**config.mk**
```make
export PLATFORM = sky130hd
export DESIGN_NAME = sipo_stream
export DESIGN_NICKNAME = d
export VERILOG_FILES = /design/src/rtl/systolic_pkg.sv /design/src/rtl/sipo_stream.sv
export SDC_FILE = /design/constraint.sdc
export NUM_CORES = 1
export LEC_CHECK = 0
export CORE_ASPECT_RATIO = 0.7
export CORE_MARGIN = 10
export CORE_UTILIZATION = 44
export DETAILED_ROUTE_END_ITERATION = 12
export PLACE_DENSITY = 0.75
export SETUP_SLACK_MARGIN = 0.1
export SLEW_MARGIN = 40
export SYNTH_ARGS = -nofsm -noshare
export SYNTH_HDL_FRONTEND = slang
export SYNTH_SLANG_ARGS = --single-unit
export TNS_END_PERCENT = 10
```
**constraint.sdc**
```tcl
create_clock -name clk_i -period 2.09 [get_ports clk_i]
set_input_delay 0.209 -clock clk_i [delete_from_list [all_inputs] [get_ports clk_i]]
set_output_delay 0.209 -clock clk_i [all_outputs]
set_load 0.05 [all_outputs]
```
**src/rtl/systolic_pkg.sv**
```systemverilog
`default_nettype none
// ============================================================================
// Module      : systolic_pkg
// Description : Shared types and helpers for the streaming blocks. Holds the
//               serial-in/parallel-out FSM state encoding and the fill-order
//               index mapping.
// Revision    : 1.0 - initial release
// ============================================================================
package systolic_pkg;

    // FILL: assembling a word (valid_o low); HOLD: word presented (valid_o high)
    typedef enum logic [0:0] {
        FILL = 1'b0,
        HOLD = 1'b1
    } sipo_state_e;

    // Element slot written by the beat that arrives when fill_cnt beats are
    // already stored. LSB-first fills upward from 0, MSB-first downward from
    // depth-1.
    function automatic int fill_index(input int fill_cnt, input int depth,
                                      input bit first_lsb);
        return first_lsb ? fill_cnt : (depth - 1 - fill_cnt);
    endfunction

endpackage
`default_nettype wire

```
**src/rtl/sipo_stream.sv**
```systemverilog
`default_nettype none
// ============================================================================
// Module      : sipo_stream
// Description : Serial-in / parallel-out stream packer. Collects depth_p beats
//               of width_p bits into one word with valid/ready handshakes on
//               both sides. A flush emits a partial word with its unfilled
//               elements zeroed. A completed word can be handed off on the
//               same edge that accepts the first beat of the next word.
// Ports       : clk_i    - clock, all state on posedge
//               reset_i  - asynchronous active-high reset
//               valid_i  - input beat valid
//               ready_o  - a beat or flush can be taken this cycle
//               data_i   - input beat
//               flush_i  - emit the partial word
//               valid_o  - output word valid
//               ready_i  - downstream accepts the word
//               data_o   - assembled word, element k at [k*width_p +: width_p]
//               count_o  - number of valid elements (meaningful with valid_o)
// Revision    : 1.0 - initial release
// ============================================================================
module sipo_stream
    import systolic_pkg::*;
#(
    parameter int width_p     = 8,
    parameter int depth_p     = 8,
    parameter int first_lsb_p = 1
) (
    input  logic                           clk_i,
    input  logic                           reset_i,
    input  logic                           valid_i,
    output logic                           ready_o,
    input  logic [width_p-1:0]             data_i,
    input  logic                           flush_i,
    output logic                           valid_o,
    input  logic                           ready_i,
    output logic [width_p*depth_p-1:0]     data_o,
    output logic [$clog2(depth_p+1)-1:0]   count_o
);

    localparam int              CNT_W  = $clog2(depth_p + 1);
    localparam int              WORD_W = width_p * depth_p;
    localparam logic [CNT_W-1:0] FULL_CNT = CNT_W'(depth_p);

    if ((depth_p < 2) || (width_p < 1)) begin : g_param_check
        $error("sipo_stream: depth_p must be >= 2 and width_p >= 1");
    end

    sipo_state_e         state_q, state_d;
    logic [CNT_W-1:0]    cnt_q, cnt_d;
    logic [WORD_W-1:0]   data_q, data_d;

    logic                accept;
    logic [CNT_W-1:0]    base_cnt;
    logic [WORD_W-1:0]   base_data;
    int                  slot;

    assign valid_o = (state_q == HOLD);
    assign ready_o = !valid_o || ready_i;
    assign accept  = valid_i && ready_o;
    assign data_o  = data_q;
    assign count_o = cnt_q;

    always_comb begin
        // A word leaving on this edge means the next word starts empty and
        // all-zero, so nothing from the departing word can leak into it.
        base_cnt  = (state_q == HOLD) ? '0 : cnt_q;
        base_data = (state_q == HOLD) ? '0 : data_q;
        slot      = fill_index(int'(base_cnt), depth_p, first_lsb_p != 0);

        state_d = state_q;
        cnt_d   = cnt_q;
        data_d  = data_q;

        // When ready_o is low a word is stalled: every input is ignored.
        if (ready_o) begin
            data_d = base_data;
            cnt_d  = base_cnt + {{(CNT_W-1){1'b0}}, accept};
            if (accept) begin
                for (int k = 0; k < depth_p; k++) begin
                    if (k == slot) begin
                        data_d[k*width_p +: width_p] = data_i;
                    end
                end
            end
            // A flush with nothing stored and no beat this edge has no effect.
            if ((cnt_d == FULL_CNT) || (flush_i && (cnt_d != '0))) begin
                state_d = HOLD;
            end else begin
                state_d = FILL;
            end
        end
    end

    always_ff @(posedge clk_i or posedge reset_i) begin
        if (reset_i) begin
            state_q <= FILL;
            cnt_q   <= '0;
            data_q  <= '0;
        end else begin
            state_q <= state_d;
            cnt_q   <= cnt_d;
            data_q  <= data_d;
        end
    end

endmodule
`default_nettype wire

```
==> metrics.cfg <==
[critical_path]
worst_setup_path_end_kind = register
regToRegSetupSlack_ns = 0.13
startpoint_type = register
rr_endpoint = valid_o$_DFFE_PP0N_
critical_path_class = reg -> reg
crit_arrival_ns = 2.19
critPathMaxFanout = 6
worstRegToRegCells = 8
cp.required_ns = 2.31
r2r-start = valid_o$_DFFE_PP0N_

[timing]
tightest_slew_ns = 0.580
rsz0062_at_grt = yes
slew_viol_final = 0
hold_ws_ns = 0.265
hold_viol_final = 0
fin_crit_ns = 1.96
finalSetupViolations = 0
relSlewSlack = 0.612
min_period_over_period = 0.940
fmax_mhz = 509
fin_skew_ns = 0.00989

[floorplan]
io-pin-count = 83
fp-row-count = 25
die_x_um = 121
die_area_sq_um = 11000
start_util = 0.459
coreArea_sq_um = 6850
die_h_um = 90.7

[synthesis]
yosys.cell_count.top_type = dfrtp_1
yosysTopAreaCellShare = 0.549
synth.area.top_cells = dfrtp_1, a221o_1, nand2_1, nor3b_1, o21ai_0
yosysSeqAreaShare = 0.549
synth-edff-count = 0
synthTopCellsByCount = dfrtp_1, nand2_1, o21ai_0
synth_cell_types = 37
synth_adder_area_share = 0.00796
synth_compound_area_frac = 0.175
synth_top_family_by_area = simple AND/OR/NAND/NOR gates
synthCells = 294
synth.largest_area_cell = dfrtp_1
synth-simple-area-share = 0.183
yosys_warnings = 0
synth_ff_type = dfrtp_1
syn-cell-area_sq_um = 3150
syn-num-nets = 309
ys_ff_latch = 69
synthMuxAreaShare = 0.0127
synth_xor_area_frac = 0.00557
async_reset_ff_frac = 1.00
syn_area_per_cell_sq_um = 10.7

[finish]
finish.instance_area_sq_um = 4300
final_nets = 390
num_antenna_cells = 0
drive_above_1_share = 0.126
fillerInstances = 562
syn_to_final_growth_pct = 36.8

[clocking]
cts_htree_levels = 3
clock_latency_ns = 0.35
clockBufferDepth = 2
postCtsSetupBuffers = 0
root_buffer = clkbuf_8
clkTransAtPathRegs_ns = 0.07
numCtsBuffers = 9
clock-sinks = 69
cts_tree = done

[drt]
dr.first_iter.drc_count = 237
ant_nets = 0
drt-total-wl_um = 8780
vias = 2569
viasPerCell = 5.42
drc = 0
wl_per_cell_um = 18.5
first_pass_iters = 4

[power_and_ir_drop]
ir_drop_mv = 1.07
p_per_area_nw_per_um2 = 1340
power_leakage_nw = 1.91
total_power_mw = 5.75

[global_routing]
grt_first_pass_wirelength_um = 13700
antenna_found_initial = 0
grtUsageTotal = 0.157
grt_pass1_vias = 2501
grt_max_degree = 70
grt_overflow_total = 0

[worst_hold_path]
min_path_type = in -> async

[placement]
gp_congestion = 0.815
placedInstanceArea_sq_um = 4100
portBuffers = 82
hpwl_um = 5880

[run]
cap_violations = 0

[status]
status = completed

[how the worst max path moves through the flow]
stage	slack, ns	startpoint	endpoint	depth (start not counted)
6_report	0.13	valid_o$_DFFE_PP0N_	valid_o$_DFFE_PP0N_	8
5_1_grt	0.04	valid_o$_DFFE_PP0N_	data_o[46]$_DFFE_PP0N_	7
4_1_cts	0.07	valid_o$_DFFE_PP0N_	valid_o$_DFFE_PP0N_	8
3_5_place_dp	-0.12	ready_i	valid_o$_DFFE_PP0N_	9
3_3_place_gp	-0.08	ready_i	valid_o$_DFFE_PP0N_	9
2_1_floorplan	-0.47	valid_o$_DFFE_PP0N_	valid_o$_DFFE_PP0N_	10
[placed cells by master (no fill, tap or decap), types with 2 or more instances in the layout]
master and n:
clkdlybuf4s50_1 79, dfrtp_1 68, nand2_1 51, o21ai_0 33
nor3b_1 23, a221o_1 23, buf_4 16, clkbuf_8 10
nand3_1 9, a22o_1 8, inv_1 8, nor2_1 4
mux2i_1 4, a32oi_1 4, nor2b_1 3, clkinv_2 3
clkinvlp_4 2, a21o_1 2, nor3_1 2, nor2_8 2
xor2_1 2, ha_4 2, buf_12 2
[cell families (layout without fill, tap and decap cells)]
family,after synthesis,after routing
DFF,69,69
AOI/OAI and AO/OA,75,75
muxes,4,4
and+or+nand+nor,103,103
xor gates and xnor gates,2,2
adders and majority gates,2,2
buffers and inverters,39,125
[flip-flops by register name (all words and copies together) (netlist names)]
register  cells
count_o       4
data_o       64
valid_o       1
[power breakdown]
part	internal, mW	switching [mW]	leakage, nW
combinational	0.905	1.87	0.863
sequential	1.64	0.235	0.941
clock	0.581	0.517	0.102
[what timing repair did]
item | CTS | global route
endpoints found under the setup margin | 2 | 18
gates cloned | 0 | 0
hold buffers | 0 | 0
resized for setup | 1 | 3
[metal layers]
metal  track usage  wire length (um)  vias up
met5             0                 0        -
met3        0.0650               883        7
met2         0.215              3710       98
li1              -                 -     1207
met4        0.0411                57        0
met1         0.218              4130     1257
[worst max-delay path, stage by stage, from the launching register on]
cell        delay (ns)
dfrtp_2           0.43
nor2b_4           0.19
clkinvlp_4        0.09
and2_4            0.14
ha_4              0.16
ha_4              0.15
xor2_1            0.16
o31a_1            0.29
a211o_1           0.23
[area by class of cell]
type,count,area (sq um),share of cell area
Clock buffer,10,138,0.0320
Multi-Input combinational cell,186,1250,0.290
Clock inverter,6,61.3,0.0142
Timing Repair Buffer,99,971,0.226
Sequential cell,69,1730,0.401
Inverter,10,41.3,0.00959
Tap cell,94,118,0.0273
[stage by stage]
stage / setup TNS, ns / setup WS [ns] / util / instances
5_1_grt: 0 / 0.0424 / 0.628 / 474
4_1_cts: 0 / 0.0705 / 0.627 / 474
6_report: 0 / 0.125 / 0.628 / 474
3_5_place_dp: -0.119 / -0.119 / 0.598 / 458
2_1_floorplan: -0.563 / -0.466 / - / 294
3_3_place_gp: -0.0751 / -0.0751 / 0.598 / 458
No activity file was read; power rests on OpenSTA's default activity.
